## config.mk

```make
export PLATFORM = sky130hd
export DESIGN_NAME = gemm_exec_ctrl
export DESIGN_NICKNAME = d
export VERILOG_FILES = /design/src/rtl/gemm_exec_ctrl.sv
export SDC_FILE = /design/constraint.sdc
export NUM_CORES = 1
export LEC_CHECK = 0
export CORE_MARGIN = 8
export CORE_UTILIZATION = 25
export CTS_BUF_LIST = sky130_fd_sc_hd__clkbuf_4 sky130_fd_sc_hd__clkbuf_8
export CTS_CLUSTER_SIZE = 30
export DETAILED_ROUTE_END_ITERATION = 12
export PLACE_DENSITY = 0.46
export SLEW_MARGIN = 15
export SYNTH_ARGS = -nofsm -noshare
export SYNTH_HDL_FRONTEND = slang
export SYNTH_SLANG_ARGS = --single-unit
```

## constraint.sdc

```tcl
create_clock -name clk -period 1.85 [get_ports clk]
set_input_delay 0.37 -clock clk [delete_from_list [all_inputs] [get_ports clk]]
set_output_delay 0.37 -clock clk [all_outputs]
set_load 0.005 [all_outputs]
```

## src/rtl/gemm_exec_ctrl.sv

```systemverilog
// gemm_exec_ctrl: compute sequencer between the batch controller and the
// output controller. Walks ROWS output rows, issuing DEPTH source/parameter
// reads per row, drives the MAC accumulate enables RD_LAT cycles later,
// handshakes with the output controller after each row and reports batch
// completion on s_fin.
// Optional build macro GEMM_EXEC_PERF_EN adds a 16-bit saturating busy-cycle
// counter on port perf_cycles.
//
// state    | meaning
// IDLE     | waiting for s_init
// ISSUE    | one read per cycle, k = 0..DEPTH-1 for the current row
// DRAIN    | RD_LAT cycles for the last reads to reach the MACs
// WAIT_OUT | waiting for the output controller to take and finish the row
module gemm_exec_ctrl #(
  parameter int ROWS   = 4,
  parameter int DEPTH  = 8,
  parameter int RD_LAT = 1,
  parameter int SA_W   = 5,
  parameter int PA_W   = 3
) (
  input  logic            clk,
  input  logic            reset,
  input  logic            run,
  input  logic            s_init,
  input  logic            out_busy,
  output logic            rd_en,
  output logic [SA_W-1:0] src_ra,
  output logic [PA_W-1:0] prm_ra,
  output logic            acc_en,
  output logic            acc_first,
  output logic            k_fin,
  output logic            s_fin,
`ifdef GEMM_EXEC_PERF_EN
  output logic [15:0]     perf_cycles,
`endif
  output logic            busy
);

  localparam int K_W = (DEPTH > 1) ? $clog2(DEPTH) : 1;
  localparam int R_W = (ROWS > 1) ? $clog2(ROWS) : 1;

  localparam logic [1:0] ST_IDLE     = 2'd0;
  localparam logic [1:0] ST_ISSUE    = 2'd1;
  localparam logic [1:0] ST_DRAIN    = 2'd2;
  localparam logic [1:0] ST_WAIT_OUT = 2'd3;

  logic [1:0]        state_q, state_d;
  logic [R_W-1:0]    row_q, row_d;
  logic [K_W-1:0]    k_q, k_d;
  logic [1:0]        dcnt_q, dcnt_d;
  logic              seen_q, seen_d;
  logic              rd_en_q, rd_en_d;
  logic [SA_W-1:0]   src_ra_q, src_ra_d;
  logic [PA_W-1:0]   prm_ra_q, prm_ra_d;
  logic              k_fin_q, k_fin_d;
  logic              s_fin_q, s_fin_d;
  logic              busy_q, busy_d;
  logic [RD_LAT-1:0] acc_pipe_q, acc_pipe_d;
  logic [RD_LAT-1:0] first_pipe_q, first_pipe_d;

  // Sequencer next state; run low overrides everything back to IDLE.
  always_comb begin
    state_d = state_q;
    row_d   = row_q;
    k_d     = k_q;
    dcnt_d  = dcnt_q;
    seen_d  = seen_q;
    k_fin_d = 1'b0;
    s_fin_d = 1'b0;
    case (state_q)
      ST_IDLE: begin
        if (s_init) begin
          state_d = ST_ISSUE;
          row_d   = '0;
          k_d     = '0;
        end
      end
      ST_ISSUE: begin
        if (k_q == K_W'(DEPTH - 1)) begin
          k_d     = '0;
          dcnt_d  = 2'(RD_LAT - 1);
          state_d = ST_DRAIN;
        end else begin
          k_d = k_q + 1'b1;
        end
      end
      ST_DRAIN: begin
        if (dcnt_q == 2'd0) begin
          k_fin_d = 1'b1;
          state_d = ST_WAIT_OUT;
        end else begin
          dcnt_d = dcnt_q - 2'd1;
        end
      end
      ST_WAIT_OUT: begin
        // out_busy seen in the k_fin cycle already counts as the handshake
        if (out_busy) begin
          seen_d = 1'b1;
        end else if (seen_q) begin
          seen_d = 1'b0;
          if (row_q == R_W'(ROWS - 1)) begin
            s_fin_d = 1'b1;
            row_d   = '0;
            state_d = ST_IDLE;
          end else begin
            row_d   = row_q + 1'b1;
            state_d = ST_ISSUE;
          end
        end
      end
      default: state_d = ST_IDLE;
    endcase
    if (!run) begin
      state_d = ST_IDLE;
      row_d   = '0;
      k_d     = '0;
      dcnt_d  = '0;
      seen_d  = 1'b0;
      k_fin_d = 1'b0;
      s_fin_d = 1'b0;
    end
  end

  // Outputs are decoded from the next state so they are registered yet in phase.
  always_comb begin
    rd_en_d      = run && (state_d == ST_ISSUE);
    src_ra_d     = rd_en_d ? SA_W'(int'(row_d) * DEPTH + int'(k_d)) : '0;
    prm_ra_d     = rd_en_d ? PA_W'(k_d) : '0;
    busy_d       = run && ((state_d != ST_IDLE) || s_fin_d);
    acc_pipe_d   = run ? RD_LAT'({acc_pipe_q, rd_en_q}) : '0;
    first_pipe_d = run ? RD_LAT'({first_pipe_q, rd_en_q && (k_q == '0)}) : '0;
  end

  // State and output registers.
  always_ff @(posedge clk) begin
    if (reset) begin
      state_q      <= ST_IDLE;
      row_q        <= '0;
      k_q          <= '0;
      dcnt_q       <= '0;
      seen_q       <= 1'b0;
      rd_en_q      <= 1'b0;
      src_ra_q     <= '0;
      prm_ra_q     <= '0;
      k_fin_q      <= 1'b0;
      s_fin_q      <= 1'b0;
      busy_q       <= 1'b0;
      acc_pipe_q   <= '0;
      first_pipe_q <= '0;
    end else begin
      state_q      <= state_d;
      row_q        <= row_d;
      k_q          <= k_d;
      dcnt_q       <= dcnt_d;
      seen_q       <= seen_d;
      rd_en_q      <= rd_en_d;
      src_ra_q     <= src_ra_d;
      prm_ra_q     <= prm_ra_d;
      k_fin_q      <= k_fin_d;
      s_fin_q      <= s_fin_d;
      busy_q       <= busy_d;
      acc_pipe_q   <= acc_pipe_d;
      first_pipe_q <= first_pipe_d;
    end
  end

  assign rd_en     = rd_en_q;
  assign src_ra    = src_ra_q;
  assign prm_ra    = prm_ra_q;
  assign acc_en    = acc_pipe_q[RD_LAT-1];
  assign acc_first = first_pipe_q[RD_LAT-1];
  assign k_fin     = k_fin_q;
  assign s_fin     = s_fin_q;
  assign busy      = busy_q;

`ifdef GEMM_EXEC_PERF_EN
  logic [15:0] perf_q, perf_d;

  // Busy-cycle counter: cleared on an accepted start, saturating, held when idle.
  always_comb begin
    perf_d = perf_q;
    if (!run) begin
      perf_d = '0;
    end else if ((state_q == ST_IDLE) && s_init) begin
      perf_d = '0;
    end else if (busy_q && (perf_q != 16'hFFFF)) begin
      perf_d = perf_q + 16'd1;
    end
  end

  // Counter register.
  always_ff @(posedge clk) begin
    if (reset) perf_q <= '0;
    else       perf_q <= perf_d;
  end

  assign perf_cycles = perf_q;
`endif

endmodule

```

=== Word level (Yosys, flattened, before mapping) ===
Index checks and enable logic that the tools add are counted.

* Logic and storage cells: 69
* RAM bits: 0
* Bits in read-only memories: 0
* Bits in registers: 24
* Bits of input ports: 5
* Output and inout port bits: 14
* Memories: 0
* Latch bits: 0

* Reduce and logical (&&, ||, !) cells: 13
* Divide/modulo/power cells: 0
* Order comparisons: 0
* Add/subtract/negate cells: 4
* Muxes and demuxes: 28
* Eq/ne operators: 8
* Shifts and indexed selects: 0
* $mul: 0
* Bitwise operators: 3

{| class="wikitable"
|+ Operator list
! kind !! number
|-
| $mux W2 || 13
|-
| $mux W3 || 3
|-
| $mux W1 || 8
|-
| $pmux W2 S2 || 2
|-
| $pmux W2 S4 || 1
|-
| $eq A2 B2 Y1 const B || 3
|-
| $pmux W3 S2 || 1
|-
| $add A5 B3 Y5 || 1
|-
| $eq A2 B1 Y1 const B || 2
|-
| $logic_not A2 Y1 || 2
|-
| $ne A2 B2 Y1 const B || 2
|-
| $reduce_bool A2 Y1 || 2
|-
| $reduce_or A2 Y1 || 2
|-
| $add A3 B1 Y3 const B || 1
|-
| $eq A3 B3 Y1 const B || 1
|-
| $logic_and A1 B1 Y1 || 3
|-
| $logic_not A3 Y1 || 1
|-
| $not A1 Y1 || 3
|-
| $reduce_and A3 Y1 || 1
|-
| $reduce_or A3 Y1 || 1
|-
| $add A2 B1 Y2 const B || 1
|-
| $sub A2 B1 Y2 const B || 1
|-
| $logic_or A1 B1 Y1 || 1
|}

=== Longest topological paths before layout ===
Gate-level depths: netlist of run 1.

* Depth after elaboration: 10
* Mapped depth: 6
* Gate-level depth less buffers: 6

=== Worst setup path before layout of run 1 ===
Ideal clock, no wire load.

* Path kind: register to register
* From: register state_q[0]
* To: register src_ra_q[1] (netlist: src_ra[1])
* Setup time: 123 ps
* Stages on the path, launching flop included: 7
* Period minus slack after synthesis: 1476 ps
* Buffers on the path: 0
* Slack: 374 ps
* Arrival: 1353 ps
* Data required time: 1727 ps
* Cell sequence: dfxtp_1 -> inv_1 -> ha_1 -> a211oi_1 -> a21oi_2 -> o221ai_4 -> nor2_1

* Longest elaborated chain between the ends: 8
* Elaborated cells between the ends (all ways): 18
* Classes of those cells: 1 x add/sub; 4 x eq/ne; 9 x mux; 1 x bitwise; 3 x reduce/logical

{| class="wikitable"
|+ RTL lines
! element !! RTL line !! text
|-
| start: declaration || 47 || <nowiki>logic [1:0] state_q, state_d;</nowiki>
|-
| start signal: assignment || 151 || <nowiki>state_q <= state_d;</nowiki>
|-
| branches (longest 8 deep; another with $add A5 B3 Y5) || - ||
|-
| end signal: assignment || 157 || <nowiki>src_ra_q <= src_ra_d;</nowiki>
|-
| end: declaration || 53 || <nowiki>logic [SA_W-1:0] src_ra_q, src_ra_d;</nowiki>
|}

Parallel ways; which one is timed is not known.
A chain may end at the register's enable or synchronous reset.

=== Final worst setup path of run 1 ===
* From: register state_q[1]
* To: register src_ra_q[4] (netlist: src_ra[4])

* Longest elaborated chain between the ends: 8
* Elaborated cells between the ends (all ways): 20
* Classes of those cells: 1 x add/sub; 4 x eq/ne; 11 x mux; 1 x bitwise; 3 x reduce/logical

{| class="wikitable"
|+ RTL lines
! element
|-
| branches (longest 8 deep; another with $add A5 B3 Y5)
|}

Parallel ways; which one is timed is not known.

==> flow_summary.json, run 1 <==
{
  "synthCells": 104,
  "dpl.hpwl_um": 1600,
  "grt_pass1_vias": 723,
  "final_layout_size_suffix_gt1_frac": 0.0976,
  "drtAntennaViolNets": 0,
  "path_cells": "inv_1 > ha_1 > a211oi_1 > a21oi_2 > o221ai_4 > nor2_1",
  "path_clk_slew_ns": 0.08,
  "totalWireLength_um": 1960,
  "finalSetupViolations": 0,
  "cellPowerDensity_mw_per_mm2": 686,
  "finalClockSkew_ns": 0.00344,
  "cts_buffers": 3,
  "r2r-start": "state_q[1]",
  "drv_slew": 0,
  "first_pass_iters": 4,
  "antenna_found_initial": 0,
  "rr_endpoint": "src_ra[4]",
  "synth_cell_types": 30,
  "worstMarginPinSlew_ns": 0.439,
  "design_area_sq_mm": 0.00126,
  "hold_slack_ns": 0.493,
  "slew_headroom": 0.707,
  "period_share": 0.903,
  "critPathMaxStageDelay_ns": 0.41,
  "crit_path_start": "state_q[1]",
  "setup_tns_ns": 0,
  "htree_num_levels": 1,
  "syn_area_sq_um": 986,
  "max-clock-path-buffers": 2,
  "wl_per_cell_um": 11.3,
  "nFillCells": 422,
  "rows": 23,
  "syn_area_per_cell_sq_um": 9.48,
  "required_ns": 1.99,
  "crit_fanout": 6,
  "endpoint_kind": "flip-flop",
  "yosys.area.top_type": "dfxtp_1",
  "clock_sinks": 21,
  "synth_top_area_share": 0.426,
  "synth-edff-count": 0,
  "numPortBuffers": 18,
  "start_kind": "flip-flop",
  "place_inst": 169,
  "maxCapViolCount": 0,
  "synth_warnings": 0,
  "core_sq_mm": 0.00388,
  "fmax_mhz": 598,
  "nets": 138,
  "async_flop_share": 0,
  "antenna_cells": 0,
  "min_period_ns": 1.67,
  "track_usage": 0.0669,
  "worstSetupPathType": "reg2reg",
  "gp_congestion": 0.726,
  "hp-class": "reg2reg",
  "worst_path_max_delay_cell": "dfxtp_1",
  "pin_count": 19,
  "rsz0062_at_grt": "no",
  "area_delta_synth_final_pct": 27.8,
  "ff2ff_path_depth": 6,
  "arrival_ns": 1.81,
  "via_per_inst": 4.40,
  "rrSetupSlack_ns": 0.18,
  "clock_latency_ns": 0.25,
  "ys_seq_area_frac": 0.426,
  "grt_max_degree": 13,
  "drt_iter0_drc": 37,
  "finalHoldViolations": 0,
  "status": "finished, final reports clean",
  "ys_ff_latch": 21,
  "synth_nets": 118,
  "initial_core_util": 0.254,
  "ys_top_cells_by_area": "dfxtp_1 (43%), ha_1 (11%), nor2_1 (6.1%)",
  "dieArea_sq_mm": 0.00621,
  "cts_root_buf": "clkbuf_8",
  "grt_pass1_wl_um": 3270,
  "cts_tree": "done",
  "placed_area_sq_mm": 0.00121,
  "vias": 761,
  "crit_end": "src_ra[4]",
  "leakagePower_nw": 0.505,
  "cts_setup_buffers": 0,
  "ir_drop_mv": 0.294,
  "final-instance-count-excl-fill": 173,
  "fp.dieH_um": 78.8,
  "drc": 0,
  "synthFlopType": "dfxtp_1",
  "overflow": 0,
  "die_x_um": 78.8
}
[what timing repair did]
action / in CTS / in global routing
resized for setup: 0 / 2
hold buffers: 0 / 0
endpoints found under the hold margin: 0 / 0
setup endpoints to repair: 0 / 7
[how the worst min path moves through the flow]
stage / startpoint / end / slack, ns / depth (start not counted)
2_1_floorplan: dcnt_q[0] / dcnt_q[0] / 0.46 / 2
3_3_place_gp: rd_en / acc_en / 0.47 / 1
3_5_place_dp: dcnt_q[0] / dcnt_q[0] / 0.48 / 2
4_1_cts: dcnt_q[0] / dcnt_q[0] / 0.50 / 2
5_1_grt: rd_en / acc_en / 0.52 / 1
6_report: rd_en / acc_en / 0.49 / 1
[layout by cell type (no fill, tap or decap), types with 3 or more instances in the layout]
master            n
a22oi_1           5
ha_1              9
inv_1             9
nand2b_1          4
nand2_1           4
clkdlybuf4s50_1  18
o21ai_0           5
dfxtp_1          20
clkbuf_8          3
nor2b_1           3
nor2_1           15
[area by class of cell]
type                    count  area, sq um  area share
well taps                  50         62.6      0.0497
inverters                   9         33.8      0.0268
clock inverters             1         5.00     0.00397
repair buffers             19          188       0.149
clock buffers               3         41.3      0.0328
flip-flops and latches     21          422       0.335
multi-input cells          70          508       0.403
[worst max-delay path: cells and delay by family (launching register included)]
family,cells,cell delay [ns]
AND/OR/NAND/NOR,1,0.09
buffers and inverters,1,0.11
AO/OA/AOI/OAI,3,0.68
adder cells (fa/ha/maj),1,0.27
flip-flops,1,0.41
[Yosys cell counts (2+ instances only)]
library cell	count
dfxtp_1	21
a21oi_1	2
o211ai_1	2
ha_1	9
o211a_1	2
buf_4	3
nor2_1	16
nand2_1	4
o21a_1	2
a22oi_1	5
inv_1	9
nor2b_1	3
and2_1	2
o21ai_0	5
nand2b_1	4
[where the power goes]
group          leakage (nW)  total (mW)  internal, mW  switching, mW
combinational         0.309       0.104        0.0471         0.0565
clock                0.0255       0.293         0.150          0.143
sequential            0.170       0.468         0.461        0.00689
[registers in the layout, indices dropped and copies added, names as in the netlist]
signal and flops:
src_ra 5, k_q 3, dcnt_q 2, row_q 2
state_q 2, acc_en 1, acc_first 1, busy 1
k_fin 1, rd_en 1, s_fin 1, seen_q 1
[per-stage QoR]
stage | utilization | total power [mW] | setup WS (ns)
floorplan | - | 0.542 | 0.374
global placement | 0.311 | 0.584 | 0.0937
detailed placement | 0.311 | 0.583 | 0.0566
CTS | 0.323 | 0.880 | 0.113
global route | 0.324 | 0.915 | 0.0782
finish | 0.324 | 0.864 | 0.179
[per-layer routing]
| metal | part of all wire | vias to the layer above | GRT usage |
|---|---|---|---|
| li1 | - | 393 | - |
| met1 | 0.43 | 353 | 0.0751 |
| met2 | 0.50 | 13 | 0.112 |
| met3 | 0.046 | 2 | 0.0147 |
| met4 | 0.019 | 0 | 0.0444 |
| met5 | 0 | - | 0 |
[kinds of logic after synthesis]
| logic type | share of synthesized area |
|---|---|
| AND/OR/NAND/NOR | 0.181 |
| flip-flops | 0.426 |
| AO/OA/AOI/OAI | 0.180 |
| buffers and inverters | 0.0609 |
| multiplexers | 0.0368 |
| adder cells (fa/ha/maj) | 0.114 |
No activity file was read; power rests on OpenSTA's default activity.
==> run 2, diff against run 1 <==
- CTS_CLUSTER_SIZE: 30 -> not set
==> results of run 2 <==
Final layout, timing and power as in run 1 (identical DEF).
